File: src/rtl/mem_arbiter.sv
// Two-port (instruction fetch / data) arbiter in front of a single-port memory.
// One transaction is in flight at a time. Data requests are favoured, but an
// instruction request is never starved for more than MAX_STREAK data grants.
module mem_arbiter #(
    parameter int ADDR_W     = 8,
    parameter int DATA_W     = 16,
    parameter int MEM_LAT    = 1,
    parameter int MAX_STREAK = 3
) (
    input  logic              clk,
    input  logic              reset,
    input  logic              i_req,
    input  logic [ADDR_W-1:0] i_addr,
    output logic              i_valid,
    output logic [DATA_W-1:0] i_rdata,
    input  logic              d_req,
    input  logic              d_we,
    input  logic [ADDR_W-1:0] d_addr,
    input  logic [DATA_W-1:0] d_wdata,
    output logic              d_valid,
    output logic [DATA_W-1:0] d_rdata,
    output logic              mem_en,
    output logic              mem_we,
    output logic [ADDR_W-1:0] mem_addr,
    output logic [DATA_W-1:0] mem_wdata,
    input  logic [DATA_W-1:0] mem_rdata,
    output logic              busy
);

    typedef enum logic [1:0] {
        IDLE   = 2'd0,
        ACCESS = 2'd1,
        WAIT   = 2'd2,
        RESP   = 2'd3
    } state_t;

    state_t      state;
    logic [2:0]  streak;
    logic [1:0]  wait_cnt;
    logic        win_i;     // 1 = current transaction belongs to the fetch port

    // Data wins unless the fetch port has already waited out MAX_STREAK data grants.
    logic grant_d;
    always_comb begin
        grant_d = d_req && !(i_req && (streak == 3'(MAX_STREAK)));
    end

    // Transaction FSM with all outputs registered.
    always_ff @(posedge clk) begin
        if (reset) begin
            state     <= IDLE;
            streak    <= 3'd0;
            wait_cnt  <= 2'd0;
            win_i     <= 1'b0;
            mem_en    <= 1'b0;
            mem_we    <= 1'b0;
            mem_addr  <= '0;
            mem_wdata <= '0;
            i_valid   <= 1'b0;
            d_valid   <= 1'b0;
            i_rdata   <= '0;
            d_rdata   <= '0;
            busy      <= 1'b0;
        end else begin
            case (state)
                IDLE: begin
                    i_valid <= 1'b0;
                    d_valid <= 1'b0;
                    if (grant_d) begin
                        win_i     <= 1'b0;
                        mem_we    <= d_we;
                        mem_addr  <= d_addr;
                        mem_wdata <= d_wdata;
                        streak    <= i_req ? streak + 3'd1 : 3'd0;
                        mem_en    <= 1'b1;
                        busy      <= 1'b1;
                        state     <= ACCESS;
                    end else if (i_req) begin
                        win_i     <= 1'b1;
                        mem_we    <= 1'b0;
                        mem_addr  <= i_addr;
                        streak    <= 3'd0;
                        mem_en    <= 1'b1;
                        busy      <= 1'b1;
                        state     <= ACCESS;
                    end else begin
                        busy      <= 1'b0;
                    end
                end
                ACCESS: begin
                    mem_en <= 1'b0;
                    mem_we <= 1'b0;
                    if (mem_we) begin
                        // Stores complete without waiting for the memory.
                        i_valid <= win_i;
                        d_valid <= !win_i;
                        state   <= RESP;
                    end else begin
                        wait_cnt <= 2'd0;
                        state    <= WAIT;
                    end
                end
                WAIT: begin
                    if (wait_cnt == 2'(MEM_LAT - 1)) begin
                        // mem_rdata is valid in this final WAIT cycle.
                        if (win_i) begin
                            i_rdata <= mem_rdata;
                        end else begin
                            d_rdata <= mem_rdata;
                        end
                        i_valid <= win_i;
                        d_valid <= !win_i;
                        state   <= RESP;
                    end else begin
                        wait_cnt <= wait_cnt + 2'd1;
                    end
                end
                RESP: begin
                    i_valid <= 1'b0;
                    d_valid <= 1'b0;
                    busy    <= 1'b0;
                    state   <= IDLE;
                end
                default: begin
                    state <= IDLE;
                end
            endcase
        end
    end

endmodule
File: config.mk
export PLATFORM = sky130hd
export DESIGN_NAME = mem_arbiter
export DESIGN_NICKNAME = d
export VERILOG_FILES = /design/src/rtl/mem_arbiter.sv
export SDC_FILE = /design/constraint.sdc
export NUM_CORES = 1
export LEC_CHECK = 0
export CORE_ASPECT_RATIO = 1.4
export CORE_MARGIN = 1.5
export CORE_UTILIZATION = 30
export DETAILED_ROUTE_END_ITERATION = 10
export GPL_TIMING_DRIVEN = 1
export PLACE_DENSITY_LB_ADDON = 0.08
export SLEW_MARGIN = 10
export SYNTH_ARGS = -nofsm -noshare
export SYNTH_HDL_FRONTEND = slang
export SYNTH_SLANG_ARGS = --single-unit
File: constraint.sdc
create_clock -name clk -period 3 [get_ports clk]
set_input_delay 0.3 -clock clk [delete_from_list [all_inputs] [get_ports clk]]
set_output_delay 0.3 -clock clk [all_outputs]
set_load 0.005 [all_outputs]
==> flow_metrics.env, run 1 <==
export IMPL_fin_crit_ns=1.89
export IMPL_cts_hold_buffers_added=0
export IMPL_drt_first_pass_iters=7
export IMPL_post_cts_setup_buffers=0
export IMPL_power_switching_mw=1.12
export IMPL_grt_busiest_layer="met2"
export IMPL_cp_end_kind="register"
export IMPL_synthCells=346
export IMPL_placed_cell_area_sq_mm=0.00399
export IMPL_ir_worst_vdd_v=0.000386
export IMPL_drt_total_wl_um=8100
export IMPL_post_dp_hpwl_um=5490
export IMPL_via_per_inst=4.96
export IMPL_final_area_sq_mm=0.00425
export IMPL_max_cap_violations=0
export IMPL_arrival_ns=2.09
export IMPL_final_hold_violation_count=0
export IMPL_antenna_left=0
export IMPL_cts_buffer_depth=2
export IMPL_use_met2_pct=27.8
export IMPL_violations="design-rule violations"
export IMPL_wire_per_inst_um=14.5
export IMPL_synthToLayoutAreaGrowth_pct=49.5
export IMPL_cp_top_family="simple AND/OR/NAND/NOR gates"
export IMPL_tritoncts="done"
export IMPL_crit_fanout=16
export IMPL_seqPwrFrac_pct=36.3
export IMPL_syn_nets=406
export IMPL_antenna_found_initial=0
export IMPL_r2r_cells=5
export IMPL_place_congestion=0.727
export IMPL_grt_total_usage_pct=16.5
export IMPL_power_internal_mw=2.22
export IMPL_final_util_pct=46.6
export IMPL_layout_drive_gt1_share_pct=6.00
export IMPL_clock_latency_ns=0.33
export IMPL_cts_sinks=69
export IMPL_synth_edf_count=0
export IMPL_multiInputGateArea_sq_mm=0.00129
export IMPL_crit_chain="inv_1, ha_1, nand3b_1, nand2_1, a21oi_1"
export IMPL_numCtsBuffers=9
export IMPL_cpMaxStageDelayCell="nand3b_1"
export IMPL_port_buffers=113
export IMPL_grt_use_met1_pct=18.8
export IMPL_pwr_share_comb_pct=35.3
export IMPL_holdPathStages=2
export IMPL_grt_pass1_vias=2703
export IMPL_max_stage_delay_ns=0.60
export IMPL_synth_seq_cells=69
export IMPL_synthSimpleGateAreaFrac_pct=20.1
export IMPL_htreeDepth=3
export IMPL_layout_common_cells="clkdlybuf4s50_1, nand2_1, dfxtp_1, a21oi_1, nand3_1"
export IMPL_regArea_sq_mm=0.00138
export IMPL_drt_iter0_drc=142
export IMPL_via_count=2763
export IMPL_grtUsageMet3_pct=4.61
export IMPL_grt_max_degree=40
export IMPL_cp_required_ns=3.20
export IMPL_tns_ns=0
export IMPL_async_flop_share_pct=0
export IMPL_fillers=928
export IMPL_fp_dieH_um=118
export IMPL_startpoint_type="register"
export IMPL_crit_type="reg -> reg"
export IMPL_ys_types=41
export IMPL_hold_slack_ns=0.450
export IMPL_synth_xor_area_share_pct=0
export IMPL_tightestPinTransition_ns=0.740
export IMPL_p_total_mw=3.34
export IMPL_layout_commonest_cell="clkdlybuf4s50_1"
export IMPL_cts_resized=0
export IMPL_synth_fa_ha_area_share_pct=3.08
export IMPL_finalNetCount=505
export IMPL_core_sq_mm=0.00913
export IMPL_yosys_warnings=0
export IMPL_status="complete, but fails checks"
export IMPL_synth_area_per_cell_sq_um=8.22
export IMPL_path_clk_slew_ns=0.06
export IMPL_synth_compound_area_share_pct=21.9
export IMPL_diodes=0
export IMPL_rows=41
export IMPL_ys_seq_area_share_pct=48.5
export IMPL_finalCritPeriodShare_pct=62.9
export IMPL_gr_total_overflow=0
export IMPL_synthMuxAreaShare_pct=0.352
export IMPL_path_buf_inv=1
export IMPL_ios=114
export IMPL_die_w_um=85.3
export IMPL_grt_pass1_wl_um=13300
export IMPL_rsz0062_at_grt="no"
export IMPL_fmax_ghz=0.530
export IMPL_sw_frac_of_total_pct=33.5
export IMPL_maxSlewViolCount=0
export IMPL_synthFlopType="dfxtp_1"
export IMPL_syn_cell_area_sq_mm=0.00285
export IMPL_skew_ns=0.00440
export IMPL_finalSetupViolCount=0
export IMPL_start_util_pct=31.2
export IMPL_drc_errors=7
export IMPL_cp_depth=5
export IMPL_dieArea_sq_mm=0.0101
export IMPL_synth_top_family_by_area="compound AO/OA/AOI/OAI gates"
export IMPL_relSlewSlack_pct=50.5
export IMPL_power_density_mw_per_mm2=785
export IMPL_p_clk_share_pct=28.5
export IMPL_p_leak_nw=1.49
export IMPL_hold_path_class="reg -> reg"
export IMPL_clock_tree_root_cell="clkbuf_16"
-- power by group through the flow --
stage | combinational [mW] | sequential, mW | clock, mW
after floorplan | 0.650 | 1.23 | 0
after global placement | 1.19 | 1.23 | 0
after detailed placement | 1.20 | 1.23 | 0
after CTS | 1.20 | 1.21 | 0.979
after global routing | 1.31 | 1.24 | 1.02
final | 1.18 | 1.21 | 0.951
-- layout make-up --
class | instances | area share (%)
multi-input cells | 242 | 30.4
well taps | 107 | 3.15
inverters | 6 | 0.530
repair buffers | 117 | 27.2
clock inverters | 7 | 1.00
clock buffers | 9 | 5.30
flip-flops and latches | 69 | 32.5
-- final timing paths --
kind / from / to / slack [ns]
min: i_rdata[8] / i_rdata[8] / 0.45
max: state[0] / d_rdata[5] / 1.11
max reg2reg: state[0] / d_rdata[5] / 1.11
min reg2reg: i_rdata[8] / i_rdata[8] / 0.45
-- synthesized netlist by cell type (all sizes together) (2+ instances only) --
master	number	area share, %
o21a	2	0.53
inv	6	0.79
a211oi	9	2.6
ha	7	3.1
o32ai	2	0.62
a21oi	66	12
nand2b	7	1.5
nand3	17	3.0
nor2	10	1.3
nand2	78	10
dfxtp	69	49
o21ai	19	3.5
nand3b	2	0.53
nand4	3	0.66
a21boi	2	0.92
nand4b	4	1.2
nor2b	2	0.44
buf	18	3.8
clkbuf	11	1.5
-- tightest hold or removal path: stages (launching register included) --
cell	delay (ns)
dfxtp_1	0.30
nand2_1	0.05
a21oi_1	0.05
-- registers in the layout, summed over array words and instances, names as in the netlist --
signal,cells
busy,1
d_rdata,16
d_valid,1
i_rdata,16
i_valid,1
mem_addr,8
mem_en,1
mem_wdata,16
mem_we,1
state,2
streak,3
wait_cnt,2
win_i,1
-- metal layers --
metal | vias to the layer above | share of wire (%)
li1 | 1382 | -
met1 | 1271 | 41
met2 | 96 | 49
met3 | 14 | 7.4
met4 | 0 | 2.5
met5 | - | 0
-- stage by stage --
step / cells / setup slack, ns
finish: 557 / 1.11
global route: 557 / 0.926
CTS: 557 / 1.07
detailed placement: 541 / 0.950
global placement: 541 / 0.961
floorplan: 346 / 1.56
-- cell families after synthesis --
| family | count (synthesis) |
|---|---|
| flip-flops | 69 |
| AND/OR/NAND/NOR | 127 |
| AO/OA/AOI/OAI | 107 |
| multiplexers | 1 |
| adder cells (fa/ha/maj) | 7 |
| buffers and inverters | 35 |
(Power assumes the default switching activity.)
==> run 2: changes to the inputs <==
Clock period 3 ns to 1.97 ns, I/O delays scaled along.
==> run 2 against run 1 <==
Against the previous run: the flow still finishes with violations (design-rule violations); worst hold slack worse by 0.053 ns; worst setup slack worse by 0.74 ns; final cell count up 1.3%; clock-buffer cell count up 2; critical path depth unchanged; critical path type unchanged.
==> flow_metrics.env, run 2 (synthesized netlist as in run 1, its figures left out) <==
export IMPL_status="complete, but fails checks"
export IMPL_violations="design-rule violations"
export IMPL_relSlewSlack_pct=57.4
export IMPL_cp_end_kind="register"
export IMPL_tightestPinTransition_ns=0.639
export IMPL_core_sq_mm=0.00913
export IMPL_cts_resized=0
export IMPL_diodes=0
export IMPL_grt_pass1_vias=2826
export IMPL_layout_commonest_cell="clkdlybuf4s50_1"
export IMPL_layout_drive_gt1_share_pct=7.44
export IMPL_grt_total_usage_pct=16.4
export IMPL_skew_ns=0.00421
export IMPL_path_clk_slew_ns=0.05
export IMPL_p_leak_nw=1.55
export IMPL_finalSetupViolCount=0
export IMPL_drt_iter0_drc=89
export IMPL_grt_max_degree=41
export IMPL_crit_type="reg -> reg"
export IMPL_cts_sinks=69
export IMPL_arrival_ns=1.84
export IMPL_final_cells=564
export IMPL_startpoint_type="register"
export IMPL_rr_endpoint="mem_addr[7]"
export IMPL_die_w_um=85.3
export IMPL_antenna_left=0
export IMPL_place_congestion=0.733
export IMPL_fmax_ghz=0.626
export IMPL_ir_worst_vdd_v=0.000675
export IMPL_tritoncts="done"
export IMPL_cts_buffer_depth=2
export IMPL_antenna_found_initial=0
export IMPL_final_hold_violation_count=0
export IMPL_tns_ns=0
export IMPL_drt_first_pass_iters=7
export IMPL_cts_hold_buffers_added=0
export IMPL_post_cts_setup_buffers=0
export IMPL_r2r_start="state[0]"
export IMPL_dp_cells=548
export IMPL_placed_cell_area_sq_mm=0.00406
export IMPL_gr_total_overflow=0
export IMPL_drt_total_wl_um=8000
export IMPL_drc_errors=7
export IMPL_fin_crit_ns=1.60
export IMPL_via_per_inst=4.92
export IMPL_cp_required_ns=2.21
export IMPL_rsz0062_at_grt="no"
export IMPL_rows=41
export IMPL_wire_per_inst_um=14.2
export IMPL_dieArea_sq_mm=0.0101
export IMPL_clock_tree_root_cell="clkbuf_16"
export IMPL_top_regs="d_rdata: 16 flops, i_rdata: 16 flops, mem_wdata: 16 flops"
export IMPL_final_area_sq_mm=0.00440
export IMPL_clock_latency_ns=0.33
export IMPL_finalNetCount=512
export IMPL_finalCritPeriodShare_pct=81.1
export IMPL_holdPathStages=2
export IMPL_port_buffers=113
export IMPL_layout_common_cells="clkdlybuf4s50_1, nand2_1, dfxtp_1, a21oi_1, nand3_1"
export IMPL_power_density_mw_per_mm2=1250
export IMPL_max_cap_violations=0
export IMPL_hold_slack_ns=0.397
export IMPL_maxSlewViolCount=0
export IMPL_post_dp_hpwl_um=5490
export IMPL_hp_start="reset"
export IMPL_via_count=2774
export IMPL_hold_path_class="in -> reg"
export IMPL_r2r_cells=5
export IMPL_ios=114
export IMPL_grt_pass1_wl_um=13200
export IMPL_whs_endpoint="mem_wdata[5]"
export IMPL_numCtsBuffers=9
export IMPL_start_util_pct=31.2
export IMPL_synthToLayoutAreaGrowth_pct=54.6
export IMPL_r2r_setup_slack_ns=0.37
export IMPL_htreeDepth=3
export IMPL_crit_fanout=9
export IMPL_fp_dieH_um=118
## run 2: per-stage QoR
step | total power [mW] | setup slack (ns) | util [%]
3_5_place_dp | 3.78 | 0.285 | 44.5
3_3_place_gp | 3.76 | 0.303 | 44.5
2_1_floorplan | 2.86 | 0.529 | -
5_1_grt | 5.85 | 0.217 | 48.2
4_1_cts | 5.59 | 0.340 | 48.2
6_report | 5.49 | 0.372 | 48.2
## run 2: worst max-delay path: stages (launching register included)
cell	delay, ns
dfxtp_1	0.35
inv_1	0.11
ha_1	0.37
o21a_1	0.39
nor2_1	0.07
a211oi_1	0.21
## run 2: routing by layer
metal	track usage (%)	part of all wire [%]	up-vias
li1	-	-	1402
met1	18.8	42	1266
met2	28.1	49	92
met3	3.70	6.6	14
met4	8.37	2.7	0
met5	0	0	-
## run 2: worst max-delay path by stage
stage	startpoint	to	slack (ns)	cells past startpoint
after floorplan	state[0]	d_rdata[11]	0.53	7
after global placement	i_req	mem_addr[0]	0.30	5
after detailed placement	i_req	mem_addr[0]	0.29	5
after CTS	state[0]	mem_addr[7]	0.34	5
after global routing	state[0]	mem_addr[2]	0.22	5
final	state[0]	mem_addr[7]	0.37	5
## run 2: final cells by class
type	instances	area, sq um
clock buffers	11	253
clock inverters	5	82.6
fillers	942	4730
inverters	6	22.5
multi-input cells	242	1290
flip-flops and latches	69	1380
well taps	107	134
repair buffers	124	1230
## run 2: report_power, final
part	switching (mW)	total (mW)	internal (mW)
combinational	0.938	1.87	0.933
sequential	0.164	1.84	1.68
clock	0.601	1.78	1.18
total	1.70	5.49	3.79
